`src/rtl/csi2tx_ahb_arbiter_mod.sv`:
```
// Two-master AHB arbiter for the CSI2TX AHB verification model.
// Registered grants, hmaster/hmastlock, burst-aware and lock-aware handover.
module csi2tx_ahb_arbiter_mod #(
    parameter int         DEFAULT_MASTER = 1,
    parameter int         ARB_MODE       = 1,
    parameter logic [3:0] MASTER1_ID     = 4'b0001,
    parameter logic [3:0] MASTER2_ID     = 4'b0010
) (
    input  logic       hclk,
    input  logic       hresetn,
    input  logic       hbusreq1,
    input  logic       hbusreq2,
    input  logic       hlock1,
    input  logic       hlock2,
    input  logic [1:0] htrans,
    input  logic [2:0] hburst,
    input  logic       hready,
    input  logic [1:0] hresp,
    output logic       hgrant1,
    output logic       hgrant2,
    output logic [3:0] hmaster,
    output logic       hmastlock
);

    typedef enum logic [0:0] {
        OWN_M1 = 1'b0,
        OWN_M2 = 1'b1
    } state_t;

    localparam state_t     DEF_STATE = (DEFAULT_MASTER == 2) ? OWN_M2 : OWN_M1;
    localparam logic [3:0] DEF_ID    = (DEFAULT_MASTER == 2) ? MASTER2_ID : MASTER1_ID;

    state_t     state_r;
    state_t     next_state_s;
    state_t     winner_s;
    logic [3:0] burst_cnt_r;
    logic [3:0] burst_cnt_next_s;
    logic       owner_lock_s;
    logic       retry_first_s;
    logic       rearb_ok_s;

    // Lock of the current owner and first cycle of a RETRY/SPLIT response
    always_comb begin
        if (state_r == OWN_M2) begin
            owner_lock_s = hlock2;
        end else begin
            owner_lock_s = hlock1;
        end
        retry_first_s = ((hresp == 2'b10) || (hresp == 2'b11)) && !hready;
        rearb_ok_s    = (!owner_lock_s || retry_first_s) && (burst_cnt_r == 4'd0);
    end

    // Winner selection; in round-robin the non-owner wins a tie
    always_comb begin
        winner_s = DEF_STATE;
        case ({hbusreq1, hbusreq2})
            2'b11: begin
                if (ARB_MODE == 0) begin
                    winner_s = OWN_M1;
                end else if (state_r == OWN_M1) begin
                    winner_s = OWN_M2;
                end else begin
                    winner_s = OWN_M1;
                end
            end
            2'b10:   winner_s = OWN_M1;
            2'b01:   winner_s = OWN_M2;
            default: winner_s = DEF_STATE;
        endcase
    end

    // Next-state: move to the winner only on a ready edge with no burst/lock pending
    always_comb begin
        next_state_s = state_r;
        if (hready && rearb_ok_s) begin
            next_state_s = winner_s;
        end else begin
            next_state_s = state_r;
        end
    end

    // Remaining-beat counter; a NONSEQ load takes precedence over handover
    always_comb begin
        burst_cnt_next_s = burst_cnt_r;
        if (retry_first_s) begin
            burst_cnt_next_s = 4'd0;
        end else if (hready) begin
            case (htrans)
                2'b10: begin
                    case (hburst)
                        3'b010, 3'b011: burst_cnt_next_s = 4'd3;
                        3'b100, 3'b101: burst_cnt_next_s = 4'd7;
                        3'b110, 3'b111: burst_cnt_next_s = 4'd15;
                        default:        burst_cnt_next_s = 4'd0;
                    endcase
                end
                2'b11: begin
                    if (burst_cnt_r != 4'd0) begin
                        burst_cnt_next_s = burst_cnt_r - 4'd1;
                    end else begin
                        burst_cnt_next_s = 4'd0;
                    end
                end
                default: burst_cnt_next_s = burst_cnt_r;
            endcase
        end else begin
            burst_cnt_next_s = burst_cnt_r;
        end
    end

    // State, counter and owner indication registers
    always_ff @(posedge hclk or negedge hresetn) begin
        if (!hresetn) begin
            state_r     <= DEF_STATE;
            burst_cnt_r <= 4'd0;
            hmaster     <= DEF_ID;
            hmastlock   <= 1'b0;
        end else begin
            state_r     <= next_state_s;
            burst_cnt_r <= burst_cnt_next_s;
            if (hready) begin
                hmaster   <= (state_r == OWN_M2) ? MASTER2_ID : MASTER1_ID;
                hmastlock <= owner_lock_s;
            end
        end
    end

    // Grant decode straight from the state register
    always_comb begin
        hgrant1 = (state_r == OWN_M1);
        hgrant2 = (state_r == OWN_M2);
    end

endmodule

```
`config.mk`:
```
export PLATFORM = sky130hd
export DESIGN_NAME = csi2tx_ahb_arbiter_mod
export DESIGN_NICKNAME = d
export VERILOG_FILES = /design/src/rtl/csi2tx_ahb_arbiter_mod.sv
export SDC_FILE = /design/constraint.sdc
export NUM_CORES = 1
export LEC_CHECK = 0
export CAP_MARGIN = 5
export CORE_MARGIN = 1
export CORE_UTILIZATION = 35
export CTS_CLUSTER_DIAMETER = 120
export CTS_CLUSTER_SIZE = 28
export DETAILED_ROUTE_END_ITERATION = 8
export PLACE_DENSITY = 0.66
export SETUP_SLACK_MARGIN = 0.05
export SLEW_MARGIN = 20
export SYNTH_ARGS = -nofsm -noshare
export SYNTH_HDL_FRONTEND = slang
export SYNTH_SLANG_ARGS = --single-unit
```
`constraint.sdc`:
```
create_clock -name hclk -period 2.6 [get_ports hclk]
set_input_delay 0.52 -clock hclk [delete_from_list [all_inputs] [get_ports hclk]]
set_output_delay 0.52 -clock hclk [all_outputs]
set_load 0.02 [all_outputs]
```
Word-level counts from Yosys, hierarchy flattened

Cells that the tools add are included.

$add $sub $neg: 1
Eq/ne operators: 12
Mux-type cells: 9
Bitwise operators: 1
Reductions and logical operators: 15

Operators by type and width:

| operator                                                            | count |
|---|---|
| 3-bit == test (second input constant)                               | 4 |
| 4-bit two-way mux                                                   | 3 |
| 4-bit case mux with 3 select lines                                  | 1 |
| 2-bit == test (second input constant)                               | 5 |
| 4-bit case mux with 2 select lines                                  | 1 |
| 3-bit by 2-bit == test with 1-bit output (second input constant)    | 2 |
| 2-bit OR reduction                                                  | 3 |
| 4-bit zero test                                                     | 1 |
| 4-bit nonzero test                                                  | 1 |
| 4-bit by 1-bit subtractor with 4-bit output (second input constant) | 1 |
| 1-bit logical AND                                                   | 3 |
| 3-bit nonzero test                                                  | 1 |
| 2-bit by 1-bit == test with 1-bit output (second input constant)    | 1 |
| 1-bit zero test                                                     | 2 |
| 1-bit logical OR                                                    | 2 |
| 1-bit two-way mux                                                   | 2 |
| 2-bit two-way mux                                                   | 1 |
| 1-bit case mux with 2 select lines                                  | 1 |
| 2-bit AND reduction                                                 | 1 |
| 2-bit nonzero test                                                  | 1 |
| 1-bit inverter                                                      | 1 |

Register bits: 10
Input bits: 14
Output and inout port bits: 7
Logic and storage cells: 42

Logic depth before layout (Yosys ltp)

Gate-level depths: netlist of run 1.

Depth in word-level cells: 6
Depth in mapped cells: 5
Depth with buffers taken out: 5

Worst setup path after synthesis of run 1

No wires, ideal clock.

Path type: register to register
Start: register burst_cnt_r[0]
End: register burst_cnt_r[3]
Library setup time: 0.124 ns
Data arrival time: 1.326 ns
Required time: 2.476 ns
Path slack: 1.150 ns
Stages on the path, launching flop included: 6
Path buffers: 0
Clock period less this slack: 1.450 ns
Cells stage by stage: dfrtp_1 > inv_1 > ha_1 > nor3b_1 > a211oi_1 > a211o_2

Word-level cells in the longest chain between the ends: 5
Elaborated cells on any way between the ends: 6
Those cells by class: 1 x add/sub; 4 x mux; 1 x reduce/logical

RTL lines:

| element                                                                           | RTL line | RTL |
|---|---|---|
| start, declared                                                                   | 36       | `logic [3:0] burst_cnt_r;` |
| start signal, assigned                                                            | 120      | `burst_cnt_r <= burst_cnt_next_s;` |
| 4-bit by 1-bit subtractor with 4-bit output or 4-bit nonzero test (tied branches) | 99, 98   |  |
| 4-bit two-way mux (*)                                                             | 98       | `if (burst_cnt_r != 4'd0) begin` |
| 4-bit case mux with 2 select lines (*)                                            | 88       | `case (htrans)` |
| 4-bit two-way mux (*)                                                             | 87       | `end else if (hready) begin` |
| 4-bit two-way mux (*)                                                             | 85       | `if (retry_first_s) begin` |

Mark *: on every way between the ends. The rest lies on a longest branch, timed or not. The select of a mux whose other input is x is not followed.
A chain may end at the register's enable or synchronous reset.

Final worst setup path of run 1

Start: register state_r, in the netlist hgrant2
End: output port hgrant1

Word-level cells in the longest chain between the ends: 1

RTL lines:

| element                | RTL line | RTL |
|---|---|---|
| start, declared        | 33       | `state_t state_r;` |
| start signal, assigned | 119      | `state_r <= next_state_s;` |
| 1-bit inverter         | 130      | `hgrant1 = (state_r == OWN_M1);` |
| end, declared          | 19       | `output logic hgrant1,` |

No other way between the ends.

==> results of run 1 <==
-- per-stage QoR --
step | total power, mW | hold slack (ns)
6_report | 0.512 | 0.502
5_1_grt | 0.549 | 0.530
4_1_cts | 0.521 | 0.510
3_5_place_dp | 0.416 | 0.500
3_3_place_gp | 0.415 | 0.498
2_1_floorplan | 0.311 | 0.224
-- final timing paths --
check	start	end	slack [ns]
min reg2reg	hmaster[1]$_DFFE_PN0P_	hmaster[1]$_DFFE_PN0P_	0.50
max	hgrant2$_DFFE_PN0P_	hgrant1	0.68
min	hmaster[1]$_DFFE_PN0P_	hmaster[1]$_DFFE_PN0P_	0.50
max in group asynchronous	hresetn	hmaster[0]$_DFFE_PN1P_	1.74
min in group asynchronous	hresetn	hmastlock$_DFFE_PN0P_	0.54
max reg2reg	burst_cnt_r[0]$_DFFE_PN0P_	burst_cnt_r[3]$_DFFE_PN0P_	0.98
-- where the power goes --
part           internal (mW)  switching (mW)  leakage (nW)
registers              0.165          0.0285        0.0970
logic                  0.115           0.103         0.174
clock network         0.0587          0.0418        0.0150
-- cell families (layout without fill, tap and decap cells) --
group	Yosys count	in the layout
simple gates	13	13
compound gates	12	12
flops	8	8
buf+inv	6	23
mux	5	5
fa+ha+maj	1	1
other cells	1	2
-- registers in the layout, summed over array words and instances, names as in the netlist --
name,cells
burst_cnt_r,4
hgrant2,1
hmaster,2
hmastlock,1
-- metal layers --
layer / GRT usage [%] / up-vias / part of all wire [%]
li1: - / 201 / -
met1: 22.2 / 203 / 48
met2: 22.9 / 8 / 46
met3: 8.72 / 0 / 5.4
met4: 5.36 / 0 / 0
met5: 0 / - / 0
-- layout make-up --
| class | instances | area share (%) |
|---|---|---|
| multi-input combinational | 33 | 35.6 |
| sequential | 8 | 31.1 |
| timing repair buffer | 16 | 24.8 |
| clock buffer | 4 | 4.06 |
| tap | 14 | 2.71 |
| inverter | 3 | 1.74 |
-- Yosys cell counts --
cell	count	area (um^2)
a22o_2	1	10.0
ha_1	1	12.5
o31ai_1	1	7.51
a22o_1	1	8.76
conb_1	1	3.75
a31oi_1	1	6.26
nand2_1	4	15.0
nor3b_1	1	7.51
o211ai_1	3	22.5
nand3_1	2	10.0
dfrtp_1	7	175
mux2i_1	3	30.0
buf_4	2	15.0
nand3b_1	1	7.51
a211o_2	1	10.0
a21oi_1	1	5.00
o21bai_1	1	7.51
buf_2	1	5.00
nor3_1	2	10.0
or4_1	1	7.51
dfstp_2	1	26.3
a211oi_1	1	7.51
inv_1	3	11.3
mux2_2	2	22.5
nor2_1	2	7.51
a21o_1	1	7.51
==> summary.md, run 1 <==
| Metric | Value |
|---|---|
| Status | `finished, final reports clean` |
| XOR/XNOR share of the synthesized area | `0%` |
| Worst-path fanout max | `5` |
| Core area | `0.00116 mm^2` |
| Crit. path cell count | `2` |
| First-pass GRT wire length | `1600 um` |
| Post-DRT Antenna Nets | `0` |
| Max Root-Sink Buffers | `2` |
| Final setup violation count | `0` |
| CP Capture Type | `output pin` |
| GR Util All Layers | `16.7%` |
| Worst EP required | `2.08 ns` |
| Worst Setup Slack, final | `0.678 ns` |
| Max Cap Viol | `0` |
| Worst EP arrival | `1.40 ns` |
| Post-route DRC | `0` |
| Die W | `38.2 um` |
| Layout cells sized above 1 | `12.5%` |
| CTS tree | `yes` |
| Post-cts gate resize count | `0` |
| Multi-input gate area | `230 um^2` |
| Setup total negative slack | `0 ns` |
| Post-synthesis cell type count | `26` |
| Simple-gate share of the synthesized area | `14.2%` |
| Total wire length | `905 um` |
| Power density cells | `792 mW/mm^2` |
| Critical-path top delay cell | `clkdlybuf4s50_1` |
| Vias in the first global route | `373` |
| CP top delay family | `buffers and inverters` |
| Final core occ | `56.0%` |
| Post-DP Area | `621 um^2` |
| Final Max Slew Viols | `0` |
| Total number of vias | `412` |
| CP cell instances | `inv_1 -> clkdlybuf4s50_1` |
| Top Ports | `21` |
| Area of the mapped netlist | `459 um^2` |
| Placed Instances | `74` |
| Starting DRT DRC Count | `7` |
| Port Buffers | `16` |
| Design Area, Final | `647 um^2` |
| Register area | `201 um^2` |
| Fin. Hold Viols | `0` |
| Post-synthesis cell count | `46` |
| TritonCTS Buffers | `3` |
| Worst R2R Path Depth | `5` |
| Die area | `0.00146 mm^2` |
| Largest stage delay, worst path | `0.60 ns` |
| Cts-stage hold buffer count | `0` |
| Number of H-tree levels | `1` |
| Gr ovfl total | `0` |
| Mux cell area share after synthesis | `11.4%` |
| Drt pass-1 iters | `4` |
| Setup Fix Bufs, Post-CTS | `0` |
| Height of the die | `38.2 um` |
| Wire per inst | `11.6 um` |
| Yosys reg bits | `8` |
| Initial antenna violation count | `0` |
| NumNets Final | `80` |
| Largest net degree at the start of global routing | `10` |
| Leakage power | `0.286 nW` |
| DR vias/cell | `5.28` |
| Fmax | `0.520 GHz` |
| # diodes | `0` |
| Synth warnings | `0` |
| Fillers | `107` |
| Unrepaired setup endpoints after global routing | `false` |
| Sequential element share of the synthesized area | `43.9%` |
| DP HPWL | `728 um` |
| Hold WC Path Type | `flop to flop` |
| Startpoint types | `flop` |
| Clk slew on worst S/H paths | `0.06 ns` |
| Min cycle time layout | `1.92 ns` |
| Largest family of logic cells by synthesized area | `compound AO/OA/AOI/OAI gates` |
| Period utilization | `73.9%` |
| Clock root buffer master | `clkbuf_4` |
| Peak supply drop | `0.437 mV` |
| Hold Path Depth | `1` |
| Post-route non-filler standard cell count | `78` |
| Synth Area in Adders | `2.72%` |
| Clk_lat worst skew | `0.26 ns` |
| Critical path buffers and inverters | `2` |
| Clock skew | `0.0134 ns` |
| Num rows | `12` |
| Crit Path Class | `flop to output pin` |
| Commonest non-fill, non-tap cell in the layout | `clkdlybuf4s50_1` |
| Syn Area/Cell | `9.98 um^2` |
| Clk sinks | `8` |
| Setup Slack @ Placement | `0.658 ns` |
| Compound-gate portion of the synthesized area | `20.2%` |
| Most frequent cells in the layout | `clkdlybuf4s50_1, dfrtp_1, nand2_1` |
| Area added between synthesis and finish | `40.9%` |
| Global placement routability congestion | `0.725` |
| Initial Utilization | `39.7%` |
No activity file was read; power rests on OpenSTA's default activity.
==> inputs of run 2 (changes only) <==
--- a/config.mk
+++ b/config.mk
@@ -11,7 +11,7 @@
 export CTS_CLUSTER_DIAMETER = 120
 export CTS_CLUSTER_SIZE = 28
 export DETAILED_ROUTE_END_ITERATION = 8
-export PLACE_DENSITY = 0.66
+export PLACE_DENSITY = 0.68
 export SETUP_SLACK_MARGIN = 0.05
 export SLEW_MARGIN = 20
 export SYNTH_ARGS = -nofsm -noshare
==> constraint.sdc (replaced) <==
create_clock -name hclk -period 1.75 [get_ports hclk]
set_input_delay 0.35 -clock hclk [delete_from_list [all_inputs] [get_ports hclk]]
set_output_delay 0.35 -clock hclk [all_outputs]
set_load 0.02 [all_outputs]
==> run 2 against run 1 <==
Against the previous run:
- utilization grew 2.6 points
- critical path type is now flop to flop
- count of clock-buffer cells in the layout unchanged
- clock skew down 0.0023 ns
- cell area grew 4.6%
- setup slack got worse by 0.48 ns
- sequential share of layout area shrank 1.4 points
- clock power is 46% higher
==> summary.md, run 2 (synthesized netlist as in run 1, its figures left out) <==
| Metric | Value |
|---|---|
| CP Capture Type | `flop` |
| Clock network power share | `19.5%` |
| Hold WC Path Type | `input port to asynchronous set/reset pin` |
| Worst EP required | `1.89 ns` |
| Drt pass-1 iters | `4` |
| Layout cells sized above 1 | `17.6%` |
| NumNets Final | `84` |
| DR vias/cell | `5.15` |
| Top Ports | `21` |
| Net Sw Frac | `34.0%` |
| Clk sinks | `8` |
| Internal power | `494 uW` |
| CP cell instances | `inv_1 -> ha_1 -> nor3b_1 -> buf_4 -> a211oi_1 -> a211o_2` |
| Max reg flops | `4` |
| Post-DRT Antenna Nets | `0` |
| Initial Utilization | `39.7%` |
| Unrepaired setup endpoints after global routing | `false` |
| Reg2reg end | `burst_cnt_r[3]$_DFFE_PN0P_` |
| Clock root buffer master | `clkbuf_4` |
| Global placement routability congestion | `0.763` |
| Core area | `0.00116 mm^2` |
| Peak supply drop | `0.586 mV` |
| Setup slack, reg-to-reg | `0.20 ns` |
| # diodes | `0` |
| Crit path capture | `burst_cnt_r[3]$_DFFE_PN0P_` |
| Wire per inst | `11.4 um` |
| Commonest non-fill, non-tap cell in the layout | `clkdlybuf4s50_1` |
| Worst setup path startpoint | `burst_cnt_r[0]$_DFFE_PN0P_` |
| Min cycle time layout | `1.55 ns` |
| Fin. Hold Viols | `0` |
| Reg power frac | `38.3%` |
| Startpoint types | `flop` |
| Total number of vias | `422` |
| Die area | `0.00146 mm^2` |
| Clock skew | `0.0111 ns` |
| Gr ovfl total | `0` |
| Biggest register | `burst_cnt_r` |
| Fmax | `0.646 GHz` |
| CTS tree | `yes` |
| Sw power | `254 uW` |
| Worst EP arrival | `1.69 ns` |
| Comb pwr share | `42.3%` |
| First-pass GRT wire length | `1480 um` |
| Number of H-tree levels | `1` |
| Clk slew on worst S/H paths | `0.06 ns` |
| Final setup violation count | `0` |
| Worst R2R Path Depth | `6` |
| Worst-path fanout max | `5` |
| Status | `finished, final reports clean` |
| GR Util All Layers | `15.3%` |
| Area added between synthesis and finish | `47.4%` |
| Most frequent cells in the layout | `clkdlybuf4s50_1, dfrtp_1, nand2_1, buf_4` |
| Largest net degree at the start of global routing | `9` |
| Power density cells | `1110 mW/mm^2` |
| Met2 Usage GRT | `24.2%` |
| Height of the die | `38.2 um` |
| Initial antenna violation count | `0` |
| Hold slack | `0.370 ns` |
| Most used routing layer | `met2` |
| DP HPWL | `765 um` |
| Period utilization | `88.5%` |
| Biggest regs | `burst_cnt_r (4), hmaster (2)` |
| Total wire length | `937 um` |
| Starting DRT DRC Count | `11` |
| Fillers | `101` |
| Final Max Slew Viols | `0` |
| Port Buffers | `16` |
| Largest stage delay, worst path | `0.40 ns` |
| Max Root-Sink Buffers | `2` |
| Clk_lat worst skew | `0.25 ns` |
| Die W | `38.2 um` |
| Max Cap Viol | `0` |
| Vias in the first global route | `357` |
| Crit Path Class | `flop to flop` |
| Setup total negative slack | `0 ns` |
| R2r startpoint | `burst_cnt_r[0]$_DFFE_PN0P_` |
| Num rows | `12` |
| TritonCTS Buffers | `3` |
| Post-route DRC | `0` |
| GRT met1 Usage | `18.1%` |
| Critical-path top delay cell | `dfrtp_1` |
| Met3 usage in global routing | `8.72%` |
| Leakage power | `0.318 nW` |
-- run 2: per-stage QoR --
| stage | std cells | power, mW | instance area [um^2] | util [%] | setup WS, ns |
|---|---|---|---|---|---|
| 2_1_floorplan | 47 | 0.462 | 463 | - | 0.300 |
| 3_3_place_gp | 78 | 0.626 | 651 | 56.3 | 0.154 |
| 3_5_place_dp | 78 | 0.629 | 651 | 56.3 | 0.132 |
| 4_1_cts | 82 | 0.762 | 674 | 58.3 | 0.0838 |
| 5_1_grt | 82 | 0.797 | 677 | 58.5 | 0.0855 |
| 6_report | 82 | 0.749 | 677 | 58.5 | 0.202 |
-- run 2: final cells by class --
class	count	area, um^2	area share (%)
well taps	14	17.5	2.59
multi-input cells	33	230	34.0
clock buffers	4	26.3	3.88
inverters	3	11.3	1.66
repair buffers	20	190	28.1
flip-flops and latches	8	201	29.8
-- run 2: worst max-delay path, delay by kind of cell (launching register included) --
kind	cells	cell delay [ns]
simple gates	1	0.27
buf+inv	2	0.25
fa+ha+maj	1	0.18
compound gates	2	0.34
flops	1	0.40
-- run 2: metal layers --
layer	vias to the layer above	routed length (um)	part of all wire [%]
met4	0	0	0
met5	-	0	0
li1	213	-	-
met3	0	53	5.7
met2	8	470	50
met1	201	412	44
-- run 2: power by group through the flow --
stage	Clock (mW)	Sequential (mW)	Combinational [mW]
finish	0.146	0.286	0.317
global route	0.164	0.292	0.341
CTS	0.152	0.288	0.322
detailed placement	0	0.292	0.338
global placement	0	0.291	0.336
floorplan	0	0.338	0.124
-- run 2: how the worst min path moves through the flow --
stage | from | endpoint | slack, ns
after floorplan | hresetn | burst_cnt_r[0]$_DFFE_PN0P_ | 0.05
final | hresetn | burst_cnt_r[2]$_DFFE_PN0P_ | 0.37
after detailed placement | hmaster[1]$_DFFE_PN0P_ | hmaster[1]$_DFFE_PN0P_ | 0.51
after CTS | hresetn | hmastlock$_DFFE_PN0P_ | 0.38
after global routing | hresetn | hmastlock$_DFFE_PN0P_ | 0.39
after global placement | hmaster[1]$_DFFE_PN0P_ | hmaster[1]$_DFFE_PN0P_ | 0.50
-- run 2: timing repair --
action | CTS | global route
endpoints found under the setup margin | 2 | 1
cloned | 0 | 0
hold buffers | 0 | 0
pin swaps | 0 | 0
gates resized for setup | 2 | 1
hold endpoints to repair | 0 | 0
buffers inserted | 0 | 0
==> inputs of run 3 (changes only) <==
--- a/config.mk
+++ b/config.mk
@@ -13,6 +13,7 @@
 export DETAILED_ROUTE_END_ITERATION = 8
 export PLACE_DENSITY = 0.68
 export SETUP_SLACK_MARGIN = 0.05
+export SKIP_LAST_GASP = 1
 export SLEW_MARGIN = 20
 export SYNTH_ARGS = -nofsm -noshare
 export SYNTH_HDL_FRONTEND = slang
==> results of run 3 <==
The final DEF is identical to that of run 2; final timing and power are the same.
